<file path="src/rtl/mips32_fetch_queue_if.sv">
// Fetch-queue bus bundle: instruction-memory read port, branch redirect and decode handshake.
// The master modport is the fetch queue's view; the slave modport is the memory/decode/EX view.
interface mips32_fetch_queue_if #(
    parameter int PC_W = 10
);
    logic            imem_req;
    logic [PC_W-1:0] imem_addr;
    logic [31:0]     imem_rdata;
    logic            redirect;
    logic [PC_W-1:0] redirect_pc;
    logic            if_valid;
    logic            if_ready;
    logic [31:0]     if_ir;
    logic [31:0]     if_npc;
    logic            fetch_halted;

    modport master (
        output imem_req,
        output imem_addr,
        input  imem_rdata,
        input  redirect,
        input  redirect_pc,
        output if_valid,
        input  if_ready,
        output if_ir,
        output if_npc,
        output fetch_halted
    );

    modport slave (
        input  imem_req,
        input  imem_addr,
        output imem_rdata,
        output redirect,
        output redirect_pc,
        input  if_valid,
        output if_ready,
        input  if_ir,
        input  if_npc,
        input  fetch_halted
    );
endinterface

</file>
<file path="src/rtl/mips32_fetch_queue.sv">
// MIPS32 instruction fetch with a DEPTH-entry prefetch FIFO, redirect flush and HLT self-stop.
// Latency: issue at t, head valid at t+2; redirect at t, head valid at t+3. Throughput 1 instr/cycle.
// Backpressure: if_ready low holds the head; issue is credit-gated so the FIFO never overflows.
// Optional FETCH_STATS_EN adds saturating push and flush counters.
module mips32_fetch_queue #(
    parameter int              PC_W     = 10,
    parameter int              DEPTH    = 4,
    parameter logic [PC_W-1:0] RESET_PC = '0
) (
    input  logic                       i_clk1,
    input  logic                       i_rst,
    mips32_fetch_queue_if.master       fq
`ifdef FETCH_STATS_EN
    ,
    output logic [31:0]                o_stat_fetched,
    output logic [15:0]                o_stat_flushed
`endif
);
    localparam int AW = $clog2(DEPTH);
    localparam int CW = AW + 1;
    localparam logic [CW:0] DEPTH_L = (CW+1)'(DEPTH);
    localparam logic [5:0]  OP_HLT  = 6'b111111;

    logic [PC_W-1:0] r_pc;
    logic [31:0]     r_ir  [DEPTH];
    logic [PC_W:0]   r_npc [DEPTH];
    logic [AW-1:0]   r_wr_ptr;
    logic [AW-1:0]   r_rd_ptr;
    logic [CW-1:0]   r_count;
    logic            r_inflight;
    logic [PC_W-1:0] r_inflight_addr;
    logic            r_halted;

    logic [CW:0]     w_used;
    logic            w_issue;
    logic            w_push;
    logic            w_pop;
    logic            w_is_hlt;
    logic [PC_W:0]   w_cap_npc;

    // Credits count both queued words and the read still on its way back.
    assign w_used    = {1'b0, r_count} + (CW+1)'(r_inflight);
    assign w_issue   = !i_rst && !fq.redirect && !r_halted && (w_used < DEPTH_L);
    assign w_push    = !i_rst && !fq.redirect && r_inflight;
    assign w_pop     = !i_rst && !fq.redirect && (r_count != '0) && fq.if_ready;
    assign w_is_hlt  = (fq.imem_rdata[31:26] == OP_HLT);
    assign w_cap_npc = {1'b0, r_inflight_addr} + 1'b1;

    always_ff @(posedge i_clk1) begin
        if (i_rst) begin
            r_pc            <= RESET_PC;
            r_wr_ptr        <= '0;
            r_rd_ptr        <= '0;
            r_count         <= '0;
            r_inflight      <= 1'b0;
            r_inflight_addr <= '0;
            r_halted        <= 1'b0;
        end else if (fq.redirect) begin
            r_pc       <= fq.redirect_pc;
            r_wr_ptr   <= '0;
            r_rd_ptr   <= '0;
            r_count    <= '0;
            r_inflight <= 1'b0;
            r_halted   <= 1'b0;
        end else begin
            r_inflight <= w_issue;
            if (w_issue) begin
                r_pc            <= r_pc + 1'b1;
                r_inflight_addr <= r_pc;
            end
            if (w_push) begin
                r_wr_ptr <= r_wr_ptr + 1'b1;
                if (w_is_hlt) begin
                    r_halted <= 1'b1;
                end
            end
            if (w_pop) begin
                r_rd_ptr <= r_rd_ptr + 1'b1;
            end
            r_count <= r_count + CW'(w_push) - CW'(w_pop);
        end
    end

    // Storage needs no reset: occupancy alone decides what is visible.
    always_ff @(posedge i_clk1) begin
        if (w_push) begin
            r_ir[r_wr_ptr]  <= fq.imem_rdata;
            r_npc[r_wr_ptr] <= w_cap_npc;
        end
    end

    assign fq.imem_req     = w_issue;
    assign fq.imem_addr    = r_pc;
    assign fq.if_valid     = (r_count != '0);
    assign fq.if_ir        = r_ir[r_rd_ptr];
    assign fq.if_npc       = 32'(r_npc[r_rd_ptr]);
    assign fq.fetch_halted = r_halted;

`ifdef FETCH_STATS_EN
    logic [31:0] r_stat_fetched;
    logic [15:0] r_stat_flushed;
    logic [16:0] w_flush_sum;

    assign w_flush_sum = {1'b0, r_stat_flushed} + 17'(w_used);

    always_ff @(posedge i_clk1) begin
        if (i_rst) begin
            r_stat_fetched <= '0;
            r_stat_flushed <= '0;
        end else begin
            if (w_push && (r_stat_fetched != '1)) begin
                r_stat_fetched <= r_stat_fetched + 1'b1;
            end
            if (fq.redirect) begin
                r_stat_flushed <= w_flush_sum[16] ? '1 : w_flush_sum[15:0];
            end
        end
    end

    assign o_stat_fetched = r_stat_fetched;
    assign o_stat_flushed = r_stat_flushed;
`endif
endmodule

</file>
<file path="src/flat_wrapper.sv">
// flat-port wrapper written by rule: the top's interface ports become plain ports
module mips32_fetch_queue_flat 
#(
    parameter int              PC_W     = 10,
    parameter int              DEPTH    = 4,
    parameter logic [PC_W-1:0] RESET_PC = '0
)
  (i_clk1, i_rst, fq_imem_req, fq_imem_addr, fq_imem_rdata, fq_redirect, fq_redirect_pc, fq_if_valid, fq_if_ready, fq_if_ir, fq_if_npc, fq_fetch_halted);
  mips32_fetch_queue_if #(.PC_W(PC_W)) fq_i ();
  input  logic i_clk1;
  input  logic i_rst;
  output wire logic [$bits(fq_i.imem_req)-1:0] fq_imem_req;
  output wire logic [$bits(fq_i.imem_addr)-1:0] fq_imem_addr;
  input wire logic [$bits(fq_i.imem_rdata)-1:0] fq_imem_rdata;
  input wire logic [$bits(fq_i.redirect)-1:0] fq_redirect;
  input wire logic [$bits(fq_i.redirect_pc)-1:0] fq_redirect_pc;
  output wire logic [$bits(fq_i.if_valid)-1:0] fq_if_valid;
  input wire logic [$bits(fq_i.if_ready)-1:0] fq_if_ready;
  output wire logic [$bits(fq_i.if_ir)-1:0] fq_if_ir;
  output wire logic [$bits(fq_i.if_npc)-1:0] fq_if_npc;
  output wire logic [$bits(fq_i.fetch_halted)-1:0] fq_fetch_halted;
  assign fq_imem_req = fq_i.imem_req;
  assign fq_imem_addr = fq_i.imem_addr;
  assign fq_i.imem_rdata = fq_imem_rdata;
  assign fq_i.redirect = fq_redirect;
  assign fq_i.redirect_pc = fq_redirect_pc;
  assign fq_if_valid = fq_i.if_valid;
  assign fq_i.if_ready = fq_if_ready;
  assign fq_if_ir = fq_i.if_ir;
  assign fq_if_npc = fq_i.if_npc;
  assign fq_fetch_halted = fq_i.fetch_halted;
  mips32_fetch_queue #(.PC_W(PC_W), .DEPTH(DEPTH), .RESET_PC(RESET_PC)) u_core (.i_clk1(i_clk1), .i_rst(i_rst), .fq(fq_i));
endmodule
</file>
<file path="config.mk">
export PLATFORM = sky130hd
export DESIGN_NAME = mips32_fetch_queue_flat
export DESIGN_NICKNAME = d
export VERILOG_FILES = /design/src/rtl/mips32_fetch_queue_if.sv /design/src/rtl/mips32_fetch_queue.sv /design/src/flat_wrapper.sv
export SDC_FILE = /design/constraint.sdc
export NUM_CORES = 1
export LEC_CHECK = 0
export CORE_MARGIN = 10
export CORE_UTILIZATION = 40
export CTS_CLUSTER_DIAMETER = 50
export DETAILED_ROUTE_END_ITERATION = 16
export GPL_TIMING_DRIVEN = 0
export SLEW_MARGIN = 20
export SYNTH_ARGS = -nofsm -noshare
export SYNTH_HDL_FRONTEND = slang
export SYNTH_SLANG_ARGS = --single-unit
</file>
<file path="constraint.sdc">
create_clock -name i_clk1 -period 4.6 [get_ports i_clk1]
set_input_delay 0.69 -clock i_clk1 [delete_from_list [all_inputs] [get_ports i_clk1]]
set_output_delay 0.69 -clock i_clk1 [all_outputs]
set_load 0.01 [all_outputs]
</file>
Yosys cells after proc, flatten, opt, wreduce, memory -nomap -nowiden --
Memory sizes are Yosys's and may differ from the RTL's. A register that Yosys moved wholly into a read port is not among the register bits. Cells that the tools add are included.
Storage, ports and cells: bits in registers 29, memory bits (writable) 172, bits of input ports 46, output and inout bits 77, word-level logic and storage cells 41, memories kept 2
Memories:
- u_core.r_ir | depth 4, width 32, rd ports 1, clocked after Yosys merged registers in 1, write ports 1, RTL line mips32_fetch_queue.sv:25 | logic [31:0] r_ir [DEPTH];
- u_core.r_npc | depth 4, width 11, rd ports 1, clocked after Yosys merged registers in 1, write ports 1, RTL line mips32_fetch_queue.sv:26 | logic [PC_W:0] r_npc [DEPTH];
Cells by class: add/sub/neg operators 7, $lt $le $gt $ge 1, eq/ne operators 1, muxes and demuxes 8, bitwise operators 1, reduce and logical (&&, ||, !) cells 14
Operators by type and width (count):
- $mux W10 | 2
- $add A10 B1 Y11 const B | 1
- $add A10 B1 Y10 const B | 1
- $mux W2 | 4
- $eq A6 B6 Y1 const B | 1
- $logic_and A1 B1 Y1 | 6
- $add A2 B1 Y2 const B | 2
- $add A3 B1 Y4 | 1
- $lt A4 B3 Y1 const B | 1
- $reduce_and A2 Y1 | 2
- $add A3 B1 Y3 | 1
- $logic_not A1 Y1 | 3
- $reduce_bool A3 Y1 | 1
- $sub A3 B1 Y3 | 1
- $mux W1 | 2
- $reduce_bool A2 Y1 | 1
- $reduce_or A2 Y1 | 1
- $not A1 Y1 | 1

Logic depth before layout (Yosys ltp) --
depth in word-level cells 6, depth in mapped cells 9, mapped depth without buffers 8

Least setup slack after synthesis --
Ideal clock, no wire load.
path kind input-to-reg, start input fq_redirect, end memory u_core.r_ir[0][0] (enable), library setup time 0.405 ns, data arrival time 2.264 ns, data required time 4.195 ns, slack 1.931 ns, cell stages on the path 3, path buffers 1, path through clkbuf_1 nor2_1 and3_1
Between the ends: word-level cells in the longest chain between the ends 5
RTL lines:
- start, declared | RTL line flat_wrapper.sv:15 | input wire logic [$bits(fq_i.redirect)-1:0] fq_redirect;
- $logic_not A1 Y1 | RTL line mips32_fetch_queue.sv:44 | assign w_push = !i_rst && !fq.redirect && r_inflight;
- $logic_and A1 B1 Y1 (2 in series) | RTL line mips32_fetch_queue.sv:44
- $mux W1 | RTL line mips32_fetch_queue.sv:86 | if (w_push) begin
- $mux W1 (not written as such) | RTL line mips32_fetch_queue.sv:87 | r_ir[r_wr_ptr] <= fq.imem_rdata;
- end, declared | RTL line mips32_fetch_queue.sv:25
Every way passes these cells.

==> results.txt <==
Using the TritonRoute via totals, the vias-per-cell ratio works out to 5.01. The die is 163 µm wide. Global routing consumed, over all layers together, roughly 12% of the routing resources. After routing the design area is around 10,000 µm². The summed instance area of the synthesized netlist came out at 8140 µm². The post-detailed-placement cell area is 9560 µm². For this run, design rule violations remaining after detail routing come to 0. The internal power consumption came out at ~0.0033 W. The post-synthesis area per instance came out at 17.6 µm². The number of warnings printed during yosys synthesis is 0. The number of ports placed on the die boundary came out at 123. Between clock sinks in the finished design, the worst skew comes to between 0.007 and 0.008 ns.

The number of global-route vias before repair came out at roughly 4,800. The register-to-register path setup slack came out at ~2.4 ns. The total detailed-routing wirelength came out at 16,600 µm. The library cell used most frequently in the layout, excluding fill and tap cells, is edfxtp_1. In the layout the commonest cells are edfxtp_1 (172), clkdlybuf4s50_1 (99), mux4_2 (43). The maximum operating frequency is approximately 290 MHz. Setup repair after global routing left no endpoint under its margin. For the worst setup path, the data arrival time is about 2.7 ns. Input and output buffers added on the ports amount to 99. The final count of pins violating max slew is 0. The sequential share of power is about half. The highest metal layer with signal wires is met4. The core footprint is 20,100 µm². For this configuration, the core starts out at a cell density of 40.5%.

Of all flip-flops after synthesis, the portion carrying an async set or reset was 0%. For this design, the CTS-stage hold fixing added 0 buffers. In this run, CTS created clock tree buffers numbering 23. The worst setup path category is reg2out. The met2 wirelength from detailed routing came out at 7830 µm. The class of the most critical hold timing path is reg2reg. The clock network is responsible for between 40% and 50% of the overall power. Counting distinct cell types in the post-synthesis netlist gives 50.

The routed via count came out at ~4,500. Power spread over the standard cell area amounts to 400 nW/µm². The placement row count came out at 52. The cell at the root of the clock tree is clkbuf_16.

The floorplan die area is approximately 26,000 µm². TritonCTS built the clock tree. The placed wire-length estimate after detailed placement came out at 10,700 µm. In the final design database the tool counted about 660 nets. The placer congestion estimate is 0.842.

The ratio of final minimum period to clock period came out at 74.7%. The number of DRC violations after detailed-routing iteration 0 is 249. The total routed wire length on the met1 layer came out at 7040 µm. The static leakage power is 3.50 nW. The detail-routed net length per standard cell came out at 18.6 µm. The worst max-slew margin expressed relative to the limit is 52.5%.

The critical path required time came out at 3.91 ns. In the synthesized netlist the dominant register cell turns out to be edfxtp_1. Measured along the y axis, the die boundary spans 163 µm. The tightest hold path in the finished design has a slack of ~0.50 ns. The worst setup path is launched from a flip-flop. The number of antenna violations at the first check in global routing came out at 0. The number of antenna cells inserted came out at 0. Of the synthesized area, sequential elements account for 71.1%. The maximum clock path buffer count is 3. Compared with the post-synthesis result, the final layout area differs by 27.9%. The largest driver fanout on the critical path came out at 10. The final non-filler cell total is 892. The number of setup buffers added after CTS came out at 0. The slew of the pin with the lowest slew margin came out at 0.712 ns. In this run, placement finished with an instance count of roughly 850. Wire segments on met3 add up to between 1500 and 2000 µm in the final route. The number of levels in the clock H-tree came out at 1. The first global-routing pass estimated 25,900 µm of wire. Summed over all failing endpoints, the final setup total negative slack is 0 ns.

After technology mapping, the gate count stands at 462. The hold violation total from the final report came to 0. The flow ran to the end, and the final reports show no timing, DRC or antenna violations. The number of maximum-capacitance violations is 0.

The proportion of total power due to net switching is between 15 and 20%. The clock transition at the registers of the reported paths came out at 0.06 ns. The number of synthesized flops with an enable pin is between 150 and 200. The pin count of the biggest net entering global routing is 44.

The quantity of gates resized following cts came out at 0. The layout cell share with drive strength beyond 1 is 20.6%. The total global routing overflow is 0. The detailed-router iteration count before antenna repair came out at 4. The post-route antenna net violation count came out at 0. In this run the power spent charging and discharging nets is 0.000818 W. The clock latency on the worst-skew pair is 0.49 ns.

The minimum clock period after layout came out at 3.43 ns. The highest ir drop seen on vdd is between 0.2 and 0.25 mV. The share of total power dissipated in combinational logic is under 10%. The setup violation total in the final timing report came out at 0. The number of sinks driven by the clock tree is 203.

The worst setup path is captured at an output port. The flip-flop and latch count after synthesis came out at about 200.
-- sequential cells by signal, indices dropped and copies added (netlist names), named ones only --
| signal | count |
|---|---|
| u_core.r_rd_ptr | 2 |
| u_core.r_inflight | 1 |
| u_core.r_npc | 44 |
| u_core.fq.imem_addr | 10 |
| u_core.fq.fetch_halted | 1 |
| u_core.r_wr_ptr | 2 |
| u_core.r_ir | 128 |
| u_core.r_inflight_addr | 10 |
| u_core.r_count | 3 |
-- metal layers --
metal	track usage [%]	up-vias
li1	-	2067
met1	15.4	2231
met2	20.2	155
met3	4.25	17
met4	2.83	0
met5	0	-
-- worst paths after layout --
check,start,end,cells after the start
min reg2reg,u_core.r_inflight_addr[4],u_core.r_inflight_addr[4],2
max,flip-flop,fq_if_npc[8],4
min,u_core.r_inflight_addr[4],u_core.r_inflight_addr[4],2
max reg2reg,u_core.r_count[1],u_core.r_count[1],7
-- Yosys cell counts, types with 5 or more instances --
master    number  area share (%)
edfxtp_1     172              63
mux4_2        43              12
dfxtp_1       31             7.6
nand2_1       28             1.3
buf_4         22             2.0
nor2_1        18            0.83
a21oi_1       12            0.74
nand3_1       12            0.74
clkbuf_1      10            0.46
inv_1         10            0.46
ha_1           9             1.4
and3_1         8            0.62
xnor2_1        8            0.86
buf_2          7            0.43
nand4_1        7            0.54
and2_1         5            0.38
-- layout make-up --
cell class	instances	area [µm²]
Inverter	11	41.3
Fill cell	1644	9700
Buffer	42	272
Multi-Input combinational cell	226	2130
Clock inverter	16	240
Clock buffer	25	603
Timing Repair Buffer	99	991
Tap cell	270	338
Sequential cell	203	5790
-- cell families (layout without fill, tap and decap cells) --
logic type               count (synthesis)  after routing  share of synthesized area [%]
flip-flops                             203            203                           71.1
AND/OR/NAND/NOR                        102            102                           6.64
buffers and inverters                   53            193                           3.84
multiplexers                            45             45                           12.1
AO/OA/AOI/OAI                           36             36                           3.31
XOR/XNOR                                12             12                           1.29
adder cells (fa/ha/maj)                 10             10                           1.63
other                                    1             21                         0.0461
-- critical path, cell delays in order, from the launching register on --
cell	delay (ns)
dfxtp_1	0.30
clkbuf_1	0.42
clkbuf_1	0.59
mux4_2	0.41
clkdlybuf4s50_1	0.54
-- power groups by stage --
stage	Sequential (W)	Combinational [W]	Clock (W)
finish	0.00203	0.000176	0.00196
global route	0.00203	0.000193	0.00208
CTS	0.00203	0.000177	0.00200
detailed placement	0.00207	0.000176	0
global placement	0.00207	0.000171	0
floorplan	0.00206	0.0000797	0
-- metrics by stage --
step	util (%)	worst slack (ns)	power, W
6_report	51.8	1.17	0.00416
5_1_grt	51.8	0.988	0.00430
4_1_cts	51.8	1.16	0.00421
3_5_place_dp	47.6	1.69	0.00224
3_3_place_gp	47.5	0.829	0.00224
2_1_floorplan	-	1.93	0.00214
(Power assumes the default switching activity.)
